File: src/rtl/mem_arbiter.sv
// Single-port RAM arbiter: CPU data port has priority, the video scan reader is
// starvation-protected by a wait counter that forces a short burst of video grants.
module mem_arbiter #(
   parameter int AW       = 15,
   parameter int DW       = 16,
   parameter int MAX_WAIT = 4,
   parameter int VBURST   = 2
) (
   input  logic          clk,
   input  logic          rst_n,
   input  logic          cpu_req,
   input  logic          cpu_we,
   input  logic [AW-1:0] cpu_addr,
   input  logic [DW-1:0] cpu_din,
   output logic          cpu_stall,
   output logic [DW-1:0] cpu_dout,
   output logic          cpu_valid,
   input  logic          vid_req,
   input  logic [AW-1:0] vid_addr,
   output logic          vid_gnt,
   output logic [DW-1:0] vid_dout,
   output logic          vid_valid,
   output logic [AW-1:0] mem_addr,
   output logic          mem_we,
   output logic [DW-1:0] mem_din,
   input  logic [DW-1:0] mem_dout
);

   localparam int WCW = $clog2(MAX_WAIT + 1);
   localparam int BCW = $clog2(VBURST + 1);
   localparam logic [WCW-1:0] WAIT_MAX  = WCW'(MAX_WAIT);
   localparam logic [WCW-1:0] WAIT_ONE  = WCW'(1);
   localparam logic [BCW-1:0] BURST_MAX = BCW'(VBURST);
   localparam logic [BCW-1:0] BURST_ONE = BCW'(1);

   typedef enum logic [0:0] {
      ST_NORMAL = 1'b0,
      ST_VBURST = 1'b1
   } state_t;

   typedef enum logic [1:0] {
      OWN_NONE = 2'd0,
      OWN_CPU  = 2'd1,
      OWN_VID  = 2'd2
   } owner_t;

   state_t         state_r,     state_s;
   owner_t         owner_s;
   owner_t         rd_owner_r,  rd_owner_s;
   logic [WCW-1:0] wait_cnt_r,  wait_cnt_s;
   logic [BCW-1:0] burst_cnt_r, burst_cnt_s;

   // Arbitration: pick this cycle's owner and the next FSM state / burst count.
   always_comb begin
      state_s     = state_r;
      owner_s     = OWN_NONE;
      burst_cnt_s = burst_cnt_r;
      case (state_r)
         ST_NORMAL: begin
            burst_cnt_s = {BCW{1'b0}};
            if (cpu_req && vid_req) begin
               if (wait_cnt_r == WAIT_MAX) begin
                  // Starvation win counts as the first grant of the burst.
                  owner_s = OWN_VID;
                  if (BURST_MAX > BURST_ONE) begin
                     state_s     = ST_VBURST;
                     burst_cnt_s = BURST_ONE;
                  end else begin
                     state_s     = ST_NORMAL;
                  end
               end else begin
                  owner_s = OWN_CPU;
               end
            end else if (cpu_req) begin
               owner_s = OWN_CPU;
            end else if (vid_req) begin
               owner_s = OWN_VID;
            end else begin
               owner_s = OWN_NONE;
            end
         end
         ST_VBURST: begin
            if (vid_req && (burst_cnt_r < BURST_MAX)) begin
               owner_s = OWN_VID;
               if ((burst_cnt_r + BURST_ONE) == BURST_MAX) begin
                  state_s     = ST_NORMAL;
                  burst_cnt_s = {BCW{1'b0}};
               end else begin
                  state_s     = ST_VBURST;
                  burst_cnt_s = burst_cnt_r + BURST_ONE;
               end
            end else begin
               state_s     = ST_NORMAL;
               burst_cnt_s = {BCW{1'b0}};
               if (cpu_req) begin
                  owner_s = OWN_CPU;
               end else begin
                  owner_s = OWN_NONE;
               end
            end
         end
         default: begin
            state_s     = ST_NORMAL;
            owner_s     = OWN_NONE;
            burst_cnt_s = {BCW{1'b0}};
         end
      endcase
   end

   // Video starvation counter and read-return tag for the granted access.
   always_comb begin
      wait_cnt_s = wait_cnt_r;
      rd_owner_s = OWN_NONE;
      if (owner_s == OWN_VID) begin
         wait_cnt_s = {WCW{1'b0}};
      end else if (vid_req && (wait_cnt_r < WAIT_MAX)) begin
         wait_cnt_s = wait_cnt_r + WAIT_ONE;
      end else begin
         wait_cnt_s = wait_cnt_r;
      end
      case (owner_s)
         OWN_CPU: begin
            if (cpu_we) begin
               rd_owner_s = OWN_NONE;
            end else begin
               rd_owner_s = OWN_CPU;
            end
         end
         OWN_VID:  rd_owner_s = OWN_VID;
         default:  rd_owner_s = OWN_NONE;
      endcase
   end

   // RAM port mux driven by the current owner; video never writes.
   always_comb begin
      mem_addr = {AW{1'b0}};
      mem_we   = 1'b0;
      case (owner_s)
         OWN_CPU: begin
            mem_addr = cpu_addr;
            mem_we   = cpu_we;
         end
         OWN_VID: begin
            mem_addr = vid_addr;
            mem_we   = 1'b0;
         end
         default: begin
            mem_addr = {AW{1'b0}};
            mem_we   = 1'b0;
         end
      endcase
   end

   // State, counters and read tag registers.
   always_ff @(posedge clk or negedge rst_n) begin
      if (!rst_n) begin
         state_r     <= ST_NORMAL;
         wait_cnt_r  <= {WCW{1'b0}};
         burst_cnt_r <= {BCW{1'b0}};
         rd_owner_r  <= OWN_NONE;
      end else begin
         state_r     <= state_s;
         wait_cnt_r  <= wait_cnt_s;
         burst_cnt_r <= burst_cnt_s;
         rd_owner_r  <= rd_owner_s;
      end
   end

   assign mem_din   = cpu_din;
   assign cpu_stall = cpu_req & (owner_s != OWN_CPU);
   assign vid_gnt   = (owner_s == OWN_VID);
   assign cpu_valid = (rd_owner_r == OWN_CPU);
   assign vid_valid = (rd_owner_r == OWN_VID);
   assign cpu_dout  = mem_dout;
   assign vid_dout  = mem_dout;

endmodule

File: config.mk
export PLATFORM = sky130hd
export DESIGN_NAME = mem_arbiter
export DESIGN_NICKNAME = d
export VERILOG_FILES = /design/src/rtl/mem_arbiter.sv
export SDC_FILE = /design/constraint.sdc
export NUM_CORES = 1
export LEC_CHECK = 0
export CAP_MARGIN = 20
export CORE_ASPECT_RATIO = 0.5
export CORE_MARGIN = 2
export CORE_UTILIZATION = 22
export CTS_CLUSTER_SIZE = 16
export DETAILED_ROUTE_END_ITERATION = 12
export GPL_ROUTABILITY_DRIVEN = 0
export GPL_TIMING_DRIVEN = 0
export PLACE_DENSITY = 0.87
export SYNTH_ARGS = -nofsm -noshare
export SYNTH_HDL_FRONTEND = slang
export SYNTH_SLANG_ARGS = --single-unit
File: constraint.sdc
create_clock -name clk -period 1.9 [get_ports clk]
set_input_delay 0.19 -clock clk [delete_from_list [all_inputs] [get_ports clk]]
set_output_delay 0.19 -clock clk [all_outputs]
set_load 0.02 [all_outputs]
==> summary by stage <==
Yosys
After technology mapping, the gate count stands at 110. The commonest cells after synthesis are 48 x buf_4, 14 x a22o_1, 8 x dfrtp_1. For this run, the number of Yosys warnings is 0. For this run, the register share of the synthesized area comes to 0.206. The total of flip-flops plus latches after synthesis is 8.

In the post-synthesis netlist, the cell with the most instances is buf_4. Dividing the synthesized area by the synthesized cell count gives between 8 and 9 um^2. Summing every instance area after synthesis gives around 1000 um^2.

Synthesis produced a netlist with a net count of between 150 and 200. After synthesis, the cell types taking the most area are buf_4 37%, dfrtp_1 21%, a22o_1 13%, ha_1 6.4%, buf_6 2.3%. The top-area cell type share of the netlist area is 0.371. Of all cell types, the one taking the most synthesized area is buf_4. Of all flip-flops after synthesis, the portion carrying an async set or reset was 1.00. For this run, the leading register cell type out of synthesis is dfrtp_1.

Counting distinct cell types in the post-synthesis netlist gives 26. The number of enable flip-flop cells after synthesis is 0.

Detailed routing
After detailed routing, the average wire length per cell comes to around 13 um. The first detailed-routing pass ran for 4 iterations. The final layout contains routed wiring with a total length of ~3.7 mm. The post-route antenna net violation count is 0. In this run, the number of DRC markers left after iteration 0 of detailed routing was between 40 and 50. The via-per-instance ratio is ~4.2.

For this run, design rule violations remaining after detail routing come to 0. The vias after detailed routing is around 1200.

Status
The flow ran to the end, but the final reports show violations. The checks that failed: setup timing.

GRT
The initial antenna violation count came to 0. The via count of the first global-routing pass is between 1000 and 1500. The total global routing overflow is 0.

The global-route usage over all layers is 0.132. The maximum number of pins on one net before global-route repair is 11. The first-pass GRT wire length is 5.34 mm.

Floorplanning
The die covers ~5000 um^2. The site row count is 17. The standard cell core area is 4320 um^2. In this run the vertical extent of the chip is 51.0 um. Measured along the x axis, the die boundary spans approximately 98 um. The boundary pin count is ~140. The effective utilization at floorplan is 0.225.

Timing
Setup repair after global routing could not meet its margin everywhere. Dividing the final minimum period by the clock period gives 1.25. The smallest clock period supported by the final layout is computed as around 2400 ps. Between clock sinks in the finished design, the worst skew comes to roughly 4.7 ps.

The number of endpoints failing setup at the final stage is 15. The worst path setup slack after routing is -467 ps. The number of endpoints with negative hold slack in the final report is 0. The peak clock frequency supported by timing is 0.422 GHz. The number of pins exceeding their max-slew limit in the final report is 0.

Power
The maximum resistive drop on vdd is 261 uV. The leakage power is around 1.1 nW. Dividing total power by cell area gives a power density of 677 nW/um^2.

The total power is ~1.6 mW.

Finish
In the final design database the tool counted 301 nets. Compared with the post-synthesis result, the final layout area differs by 149%. The antenna diode instance count is 0. The share of post-route cells with drive strength above 1 is 0.471.

Clock tree
TritonCTS built the clock tree. The count of clock tree sinks is 8. The clock latency reported for the late side of the worst-skew pair is around 230 ps. In this run, post-CTS hold repair placed 0 buffers.

Counting the buffers created by CTS gives 3. The count of H-tree levels built during CTS is 1. The clock tree root buffer cell is clkbuf_8.

Counting along the longest clock path gives a buffer depth of 2. After clock tree synthesis, the clock-pin slew on the worst setup and hold paths is roughly 40 ps.

Critical path
The kind of launch point of the worst setup path is a flip-flop. In this run the worst path has a maximum fanout of 5. The worst setup slack for register-to-register paths is 120 ps. The destination of the worst register-to-register timing path is rd_owner_r[0].

The required time reported for the critical path endpoint is around 1700 ps. By startpoint and endpoint, the worst setup path is classified as flip-flop to primary output. In this run the critical register-to-register path is launched from wait_cnt_r[0]. The worst register-to-register path has a depth of 9.

The endpoint arrival time on the critical path is 2180 ps. STA classifies the critical path endpoint as a primary output.

Run
The count of maximum capacitance violations is 0.

Placement
Before CTS, the worst setup slack after placement is -835 ps. Input and output buffers added on the ports amount to between 100 and 150. The half-perimeter wire length after detailed placement is about 2.8 mm.

Worst hold path
The path class of the tightest hold or removal check is input port to asynchronous set/reset pin.
through the flow:
step / std cells / instance area [um^2] / hold WS (ps) / util / TNS, ps
after detailed placement: 269 / 2170 / 492 / 0.502 / -11950
after CTS: 280 / 2340 / 250 / 0.541 / -5680
after floorplan: 110 / 1080 / -106 / - / -545
final: 284 / 2420 / 244 / 0.562 / -6400
after global placement: 269 / 2170 / 483 / 0.502 / -10900
after global routing: 284 / 2420 / 271 / 0.562 / -7490
area by class of cell:
cell class                      instances  area [um^2]
Multi-Input combinational cell         50          558
Tap cell                               57         71.3
Buffer                                 50          390
Timing Repair Buffer                  114         1160
Clock buffer                            3         41.3
Fill cell                             364         1890
Inverter                                2         7.51
Sequential cell                         8          200
per-layer routing:
| metal | up-vias | part of all wire | GRT usage |
|---|---|---|---|
| li1 | 560 | - | - |
| met1 | 555 | 0.34 | 0.137 |
| met2 | 67 | 0.55 | 0.251 |
| met3 | 9 | 0.087 | 0.0369 |
| met4 | 0 | 0.019 | 0.0671 |
| met5 | - | 0 | 0 |
registers in the layout (all words and copies together) (netlist names):
signal,flops
wait_cnt_r,3
state_r,1
burst_cnt_r,2
rd_owner_r,2
critical path: stages, from the launching register on:
cell and delay (ps):
dfrtp_1 380, inv_2 90, ha_4 150, nand2_4 60, nand3b_1 130, nand3_1 130, ha_4 280, buf_6 120
nor2b_4 200, buf_8 160, a22o_4 100, buf_2 150
worst max path at each step:
| stage | from | end | cells after the start |
|---|---|---|---|
| floorplan | wait_cnt_r[0] | mem_addr[0] | 9 |
| global placement | wait_cnt_r[0] | mem_addr[12] | 10 |
| detailed placement | wait_cnt_r[0] | mem_addr[7] | 10 |
| CTS | wait_cnt_r[0] | mem_addr[5] | 11 |
| global route | wait_cnt_r[0] | mem_addr[12] | 11 |
| finish | wait_cnt_r[0] | mem_addr[5] | 11 |
cell families (layout without fill, tap and decap cells):
logic type                 after synthesis  count (layout)  share of synthesized area
adders and majority gates                5               5                     0.0644
AOI/OAI and AO/OA                       21              21                      0.174
and+or+nand+nor                         22              22                      0.140
buffers and inverters                   52             169                      0.402
DFF                                      8               8                      0.206
other                                    1               1                    0.00386
muxes                                    1               1                     0.0103
timing repair:
item | CTS | global route
cloned | 1 | 1
endpoints found under the setup margin | 19 | 18
gates resized for setup | 111 | 10
setup buffers | 7 | 3
pin swaps | 5 | 2
where the power goes:
group          switching (mW)  internal [mW]  leakage [nW]
clock network          0.0651          0.137        0.0216
logic                   0.501          0.689          1.01
registers              0.0357          0.213         0.104
total                   0.602           1.04          1.14
cells in the final DEF (no fill, tap or decap):
cell type,count
clkbuf_8,3
nand2_1,2
inv_2,2
a21oi_1,2
and3_1,1
buf_16,1
a22o_4,10
and2_1,3
a21boi_2,1
mux2i_1,1
buf_6,16
a22oi_2,1
buf_8,2
ha_4,4
nand3_1,2
nor2b_4,2
and2b_1,2
a21bo_4,1
o21ai_4,1
nand3b_1,1
dfrtp_1,8
clkdlybuf4s50_1,84
nand2b_1,2
o22ai_1,1
ha_1,1
clkbuf_16,1
buf_4,57
nand2_4,1
a22o_1,4
nand2b_2,1
conb_1,1
nor2b_1,2
buf_2,3
nor2_1,3
Note: power is estimated with default switching activity, not from simulation.
